File: config.mk
export PLATFORM = sky130hd
export DESIGN_NAME = apb_slave_ws_mem
export DESIGN_NICKNAME = d
export VERILOG_FILES = /design/src/rtl/apb_slv_pkg.sv /design/src/rtl/apb_slv_mem.sv /design/src/rtl/apb_slave_ws_mem.sv
export SDC_FILE = /design/constraint.sdc
export NUM_CORES = 1
export LEC_CHECK = 0
export ABC_AREA = 1
export CORE_AREA = 3 3 312 314
export DETAILED_ROUTE_END_ITERATION = 10
export DIE_AREA = 0 0 315 317
export GPL_TIMING_DRIVEN = 0
export SLEW_MARGIN = 15
export SYNTH_ARGS = -nofsm -noshare
export SYNTH_HDL_FRONTEND = slang
export SYNTH_SLANG_ARGS = --single-unit
File: constraint.sdc
create_clock -name PCLK -period 6 [get_ports PCLK]
set_clock_uncertainty 0.1 [all_clocks]
set_input_delay 0.6 -clock PCLK [delete_from_list [all_inputs] [get_ports PCLK]]
set_output_delay 0.6 -clock PCLK [all_outputs]
set_load 0.01 [all_outputs]
File: src/rtl/apb_slv_pkg.sv
// Shared types and helpers for the wait-state APB slave.
// FSM encoding, wait counter width and byte-offset sizing.
package apb_slv_pkg;

  typedef enum logic {
    IDLE   = 1'b0,
    ACCESS = 1'b1
  } state_e;

  localparam int WAIT_W = 4;

  function automatic int off_w(input int dw);
    return (dw == 8)  ? 0 :
           (dw == 16) ? 1 : 2;
  endfunction

endpackage

File: src/rtl/apb_slv_mem.sv
// Word storage for the APB slave: async clear,
// byte-enabled write port, combinational read port.
module apb_slv_mem
  import apb_slv_pkg::*;
#(
  parameter int DATA_W = 32,
  parameter int DEPTH  = 16,
  parameter int MI_W   = 4
) (
  input  logic              clk,
  input  logic              rst_n,
  input  logic              we,
  input  logic [MI_W-1:0]   widx,
  input  logic [DATA_W/8-1:0] wbe,
  input  logic [DATA_W-1:0] wdata,
  input  logic [MI_W-1:0]   ridx,
  output logic [DATA_W-1:0] rdata
);

  localparam int NB = DATA_W / 8;

  logic [DATA_W-1:0] mem [DEPTH];

  // Clear on reset, otherwise merge enabled bytes
  always_ff @(posedge clk or negedge rst_n) begin
    if (!rst_n) begin
      for (int i = 0; i < DEPTH; i++) begin
        mem[i] <= '0;
      end
    end else if (we) begin
      for (int b = 0; b < NB; b++) begin
        if (wbe[b]) begin
          mem[widx][b*8 +: 8] <= wdata[b*8 +: 8];
        end
      end
    end
  end

  assign rdata = mem[ridx];

endmodule

File: src/rtl/apb_slave_ws_mem.sv
// APB slave with wait states, error response and word memory.
// Byte-strobe writes when APB_SLAVE_WS_MEM_PSTRB_EN is defined.
module apb_slave_ws_mem
  import apb_slv_pkg::*;
#(
  parameter int DATA_W      = 32,
  parameter int ADDR_W      = 8,
  parameter int DEPTH       = 16,
  parameter int WAIT_STATES = 0
) (
  input  logic                PCLK,
  input  logic                PRESETn,
  input  logic                PSEL,
  input  logic                PENABLE,
  input  logic                PWRITE,
  input  logic [ADDR_W-1:0]   PADDR,
  input  logic [DATA_W-1:0]   PWDATA,
  input  logic [DATA_W/8-1:0] PSTRB,
  output logic [DATA_W-1:0]   PRDATA,
  output logic                PREADY,
  output logic                PSLVERR
);

  localparam int NB    = DATA_W / 8;
  localparam int OFF_W = off_w(DATA_W);
  localparam int IDX_W = ADDR_W - OFF_W;
  localparam int MI_W  = (DEPTH > 1) ? $clog2(DEPTH) : 1;

  localparam logic [ADDR_W-1:0] OFF_MASK =
    ADDR_W'((1 << OFF_W) - 1);
  localparam logic [IDX_W:0] DEPTH_V =
    (IDX_W + 1)'(DEPTH);
  localparam logic [WAIT_W-1:0] WS_V =
    WAIT_W'(WAIT_STATES);

  state_e state_q;
  state_e state_d;

  logic [IDX_W-1:0]  idx;
  logic [MI_W-1:0]   midx_q;
  logic              err;
  logic              err_q;
  logic              wr_q;
  logic [DATA_W-1:0] wdata_q;
  logic [DATA_W-1:0] rdata_q;
  logic [DATA_W-1:0] mem_rdata;
  logic [NB-1:0]     wbe;
  logic [WAIT_W-1:0] cnt_q;
  logic              setup;
  logic              ready;
  logic              done;
  logic              mem_we;

  assign idx   = IDX_W'(PADDR >> OFF_W);
  assign err   = ({1'b0, idx} >= DEPTH_V) ||
                 ((PADDR & OFF_MASK) != '0);
  assign setup = (state_q == IDLE) && PSEL && !PENABLE;
  assign ready = (state_q == ACCESS) && (cnt_q == '0);
  assign done  = ready && PSEL && PENABLE;
  assign mem_we = done && wr_q && !err_q;

  // State register
  always_ff @(posedge PCLK or negedge PRESETn) begin
    if (!PRESETn) begin
      state_q <= IDLE;
    end else begin
      state_q <= state_d;
    end
  end

  // Next state: setup enters ACCESS, completion or deselect leaves
  always_comb begin
    state_d = state_q;
    unique case (state_q)
      IDLE: begin
        if (setup) state_d = ACCESS;
      end
      ACCESS: begin
        if (!PSEL)     state_d = IDLE;
        else if (done) state_d = IDLE;
      end
      default: state_d = IDLE;
    endcase
  end

  // Capture the transfer at setup, count down wait states
  always_ff @(posedge PCLK or negedge PRESETn) begin
    if (!PRESETn) begin
      midx_q  <= '0;
      wr_q    <= 1'b0;
      wdata_q <= '0;
      err_q   <= 1'b0;
      cnt_q   <= '0;
      rdata_q <= '0;
    end else if (setup) begin
      midx_q  <= idx[MI_W-1:0];
      wr_q    <= PWRITE;
      wdata_q <= PWDATA;
      err_q   <= err;
      cnt_q   <= WS_V;
      rdata_q <= (!PWRITE && !err) ? mem_rdata : '0;
    end else if (state_q == ACCESS) begin
      if (!PSEL) begin
        cnt_q <= '0;
      end else if (cnt_q != '0) begin
        cnt_q <= cnt_q - 1'b1;
      end
    end
  end

`ifdef APB_SLAVE_WS_MEM_PSTRB_EN
  logic [NB-1:0] strb_q;

  // Strobes travel with the rest of the setup capture
  always_ff @(posedge PCLK or negedge PRESETn) begin
    if (!PRESETn) begin
      strb_q <= '0;
    end else if (setup) begin
      strb_q <= PSTRB;
    end
  end

  assign wbe = strb_q;
`else
  logic unused_strb;

  assign unused_strb = ^PSTRB;
  assign wbe = '1;
`endif

  // Outputs decoded from registered state only
  always_comb begin
    PREADY  = ready;
    PRDATA  = (ready && !wr_q) ? rdata_q : '0;
    PSLVERR = ready ? err_q : 1'b0;
  end

  apb_slv_mem #(
    .DATA_W (DATA_W),
    .DEPTH  (DEPTH),
    .MI_W   (MI_W)
  ) u_mem (
    .clk   (PCLK),
    .rst_n (PRESETn),
    .we    (mem_we),
    .widx  (midx_q),
    .wbe   (wbe),
    .wdata (wdata_q),
    .ridx  (idx[MI_W-1:0]),
    .rdata (mem_rdata)
  );

endmodule

==> impl_results.md <==
* Status: completed
* Delay-heaviest family, CP: buffers and inverters
* CP cell instances: inv_1, ha_1, nand3_1, nor2_1, nand2_1, clkbuf_1, nor2_1, clkdlybuf4s50_1
* Crit path top cell by count: nor2_1
* Clock Path Buffers at 3
* Final hold slack at approximately 0.38 ns
* Static leakage power at 16.5 nW
* Slew @ Worst Pin at 1.38 ns
* Yosys cell types at 25
* Worst VDD drop at roughly 0.00026 V
* Top cells by count, synth: nand2_1, inv_1, dfrtp_1
* Most common cell in the netlist: nand2_1
* Post-route cell area at 34800 um2
* HPWL after detailed placement at about 75000 um
* Crit. End Element: output pin
* Core Region at ~95000 um2
* Placer congestion estimate at 0.887
* Die Height at roughly 320 um
* Kind of critical path: reg2out
* Critical-path top delay cell: clkdlybuf4s50_1
* Dpl cell area at ~33000 um2
* CTS tree: built
* # DRC at 0
* Global route overflow at 0
* Ys Warns at 0
* Vias in the first global route at 25354
* Sequential-to-total area share from yosys stat at 0.485
* Post-route ant nets at 0
* Synthesis-to-layout area growth at 14.9%
* Flip-flop and latch count after synthesis at a little under 600
* Synth Flop Type: dfrtp_1
* GRT Overall Usage at 0.220
* Netlist Area Pre-Place at 30300 um2
* Skew-Pair Late Insertion Delay at about 0.65 ns
* First-pass DRT Iterations at 11
* DP Worst Slack at 2.18 ns
* Max Cap Viol at 0
* Post-cts sizing count at 0
* Clk sink count at 587
* Area share of the largest cell type after synthesis at 0.485
* H-tree Lvls at 2
* Setup TNS at 0 ns
* Worst Path Buf+Inv at 3
* Avg Cell Area, Syn at ~7.2 um2
* Die ar. at between 90000 and 100000 um2
* Cell taking the most area after synthesis: dfrtp_1
* Headroom to the max-slew limit at 0.0799
* Pwr dens at 285 nW/um2
* WP data arrival at approximately 3.5 ns
* Final setup vio count at 0
* First-pass GRT wire length at approximately 160000 um
* Critical-path maximum fanout at 10
* CTS clk-pin slew, worst paths at 0.06 ns
* Asr flop ratio synth at 1.00
* Synth area leaders: dfrtp_1, nand2_1, inv_1
* Post-Synthesis Cells at 4222
* Via count at 27095
* Chip width at 315 um
* Max frequency at 0.238 GHz
* Final worst path period need at between 4 and 5 ns
* Final Hold Viols at 0
* WL/cell at a little under 20 um
* Syn Nets at between 4000 and 5000
* CTS buffer count at 60
* Total wire length at around 110000 um
* Final Max Slew Viols at 0
* Layout cell share with drive strength beyond 1 at 0.0496
* Largest net degree at the start of global routing at 100
* Initial core utilization at 0.319
* Worst Hold Class: reg2reg
* Count of buffers from port buffering at 76
* Unrepaired setup endpoints after global routing: no
* Fin nets at 4419
* Initial antenna violation count at 1
* # IOs at 83
* Data required time of the worst path at 5.30 ns
* Vias per Instance at 4.77
* Post-synth EDFFs at 0
* CP startpoint kind: flop
* Rows at between 100 and 150
* ANT cells at 0
* Drt initial violations at 3224
* CTS Root Cell: clkbuf_16
* Tcrit/Tclk final at 0.699
* CP peak stage delay at 0.63 ns
* Final worst slack at ~1.8 ns
[metal layers]
| metal | track usage | share of wire | vias to the layer above | routed length [um] |
|---|---|---|---|---|
| met5 | 0 | 0.00012 | - | 13 |
| met2 | 0.348 | 0.45 | 1136 | 49400 |
| met4 | 0.0946 | 0.049 | 2 | 5470 |
| met3 | 0.0328 | 0.083 | 255 | 9150 |
| li1 | - | - | 12758 | - |
| met1 | 0.301 | 0.42 | 12944 | 46800 |
[area by class of cell]
cell class | instances | area (um2)
Timing Repair Buffer | 85 | 980
Fill cell | 10024 | 60100
Inverter | 1076 | 4040
Multi-Input combinational cell | 2307 | 10100
Sequential cell | 587 | 14700
Clock inverter | 13 | 97.6
Buffer | 252 | 1450
Tap cell | 1265 | 1580
Clock buffer | 95 | 1840
[worst reg2reg max path: stages, from the launching register on]
cell and delay (ns):
dfrtp_1 0.40, inv_1 0.07, ha_1 0.17, nand3_1 0.20, nor3_4 0.60, nand3_2 0.58
clkbuf_1 0.52, o21ai_0 0.29, inv_1 0.06
[path summary, 6_finish.rpt]
path | to | depth (start not counted) | from | slack [ns]
max | PRDATA[2] | 8 | cnt_q[0] | 1.81
min | rdata_q[26] | 2 | rdata_q[26] | 0.38
max reg2reg | u_mem.mem[352] | 8 | cnt_q[0] | 2.89
min reg2reg | rdata_q[26] | 2 | rdata_q[26] | 0.38
max in group asynchronous | u_mem.mem[133] | 6 | PRESETn | 3.50
min in group asynchronous | state_q | 2 | PRESETn | 0.41
[state kept, by name, summed over array words and instances (netlist names)]
signal	count
wr_q	1
rdata_q	32
state_q	1
cnt_q	4
midx_q	4
wdata_q	32
u_mem.mem	512
err_q	1
[cell usage in the layout (no fill, tap or decap), drive strengths merged]
cell type | synthesis | layout
bufinv | 0 | 1
buf | 105 | 114
ha | 1 | 1
dfrtp | 587 | 587
or2 | 1 | 1
clkdlybuf4s50 | 0 | 75
nor3 | 4 | 4
nand2 | 1267 | 1267
inv | 1074 | 1076
nand3 | 468 | 468
xor2 | 1 | 1
nand4 | 2 | 2
o21ai | 521 | 521
o22ai | 1 | 1
nor2 | 41 | 41
dlygate4sd3 | 0 | 1
clkinv | 2 | 12
clkbuf | 147 | 242
[through the flow]
stage	instances	power, mW	utilization
2_1_floorplan	4222	5.46	-
6_report	5680	9.93	0.367
5_1_grt	5680	10.3	0.367
4_1_cts	5679	9.94	0.367
3_3_place_gp	5563	6.16	0.344
3_5_place_dp	5570	6.18	0.346
[power breakdown]
part	switching, mW	leakage [nW]	internal, mW	total [mW]
clock network	1.65	0.968	2.13	3.78
logic	1.19	10.0	0.442	1.63
registers	0.232	5.50	4.28	4.51
total	3.07	16.5	6.86	9.93
[timing repair]
item                                   in CTS  in global routing
endpoints found under the hold margin      66                  0
hold buffers                                1                  0
buffers inserted                            0                  0
[logic make-up (layout without fill, tap and decap cells)]
group | after synthesis | after routing | synth area share
xor gates and xnor gates | 1 | 1 | 0.000289
buffers and inverters | 1328 | 1521 | 0.181
adders and majority gates | 1 | 1 | 0.000413
DFF | 587 | 587 | 0.485
AOI/OAI and AO/OA | 522 | 522 | 0.0867
and+or+nand+nor | 1783 | 1783 | 0.246
Note: power is estimated with default switching activity, not from simulation.
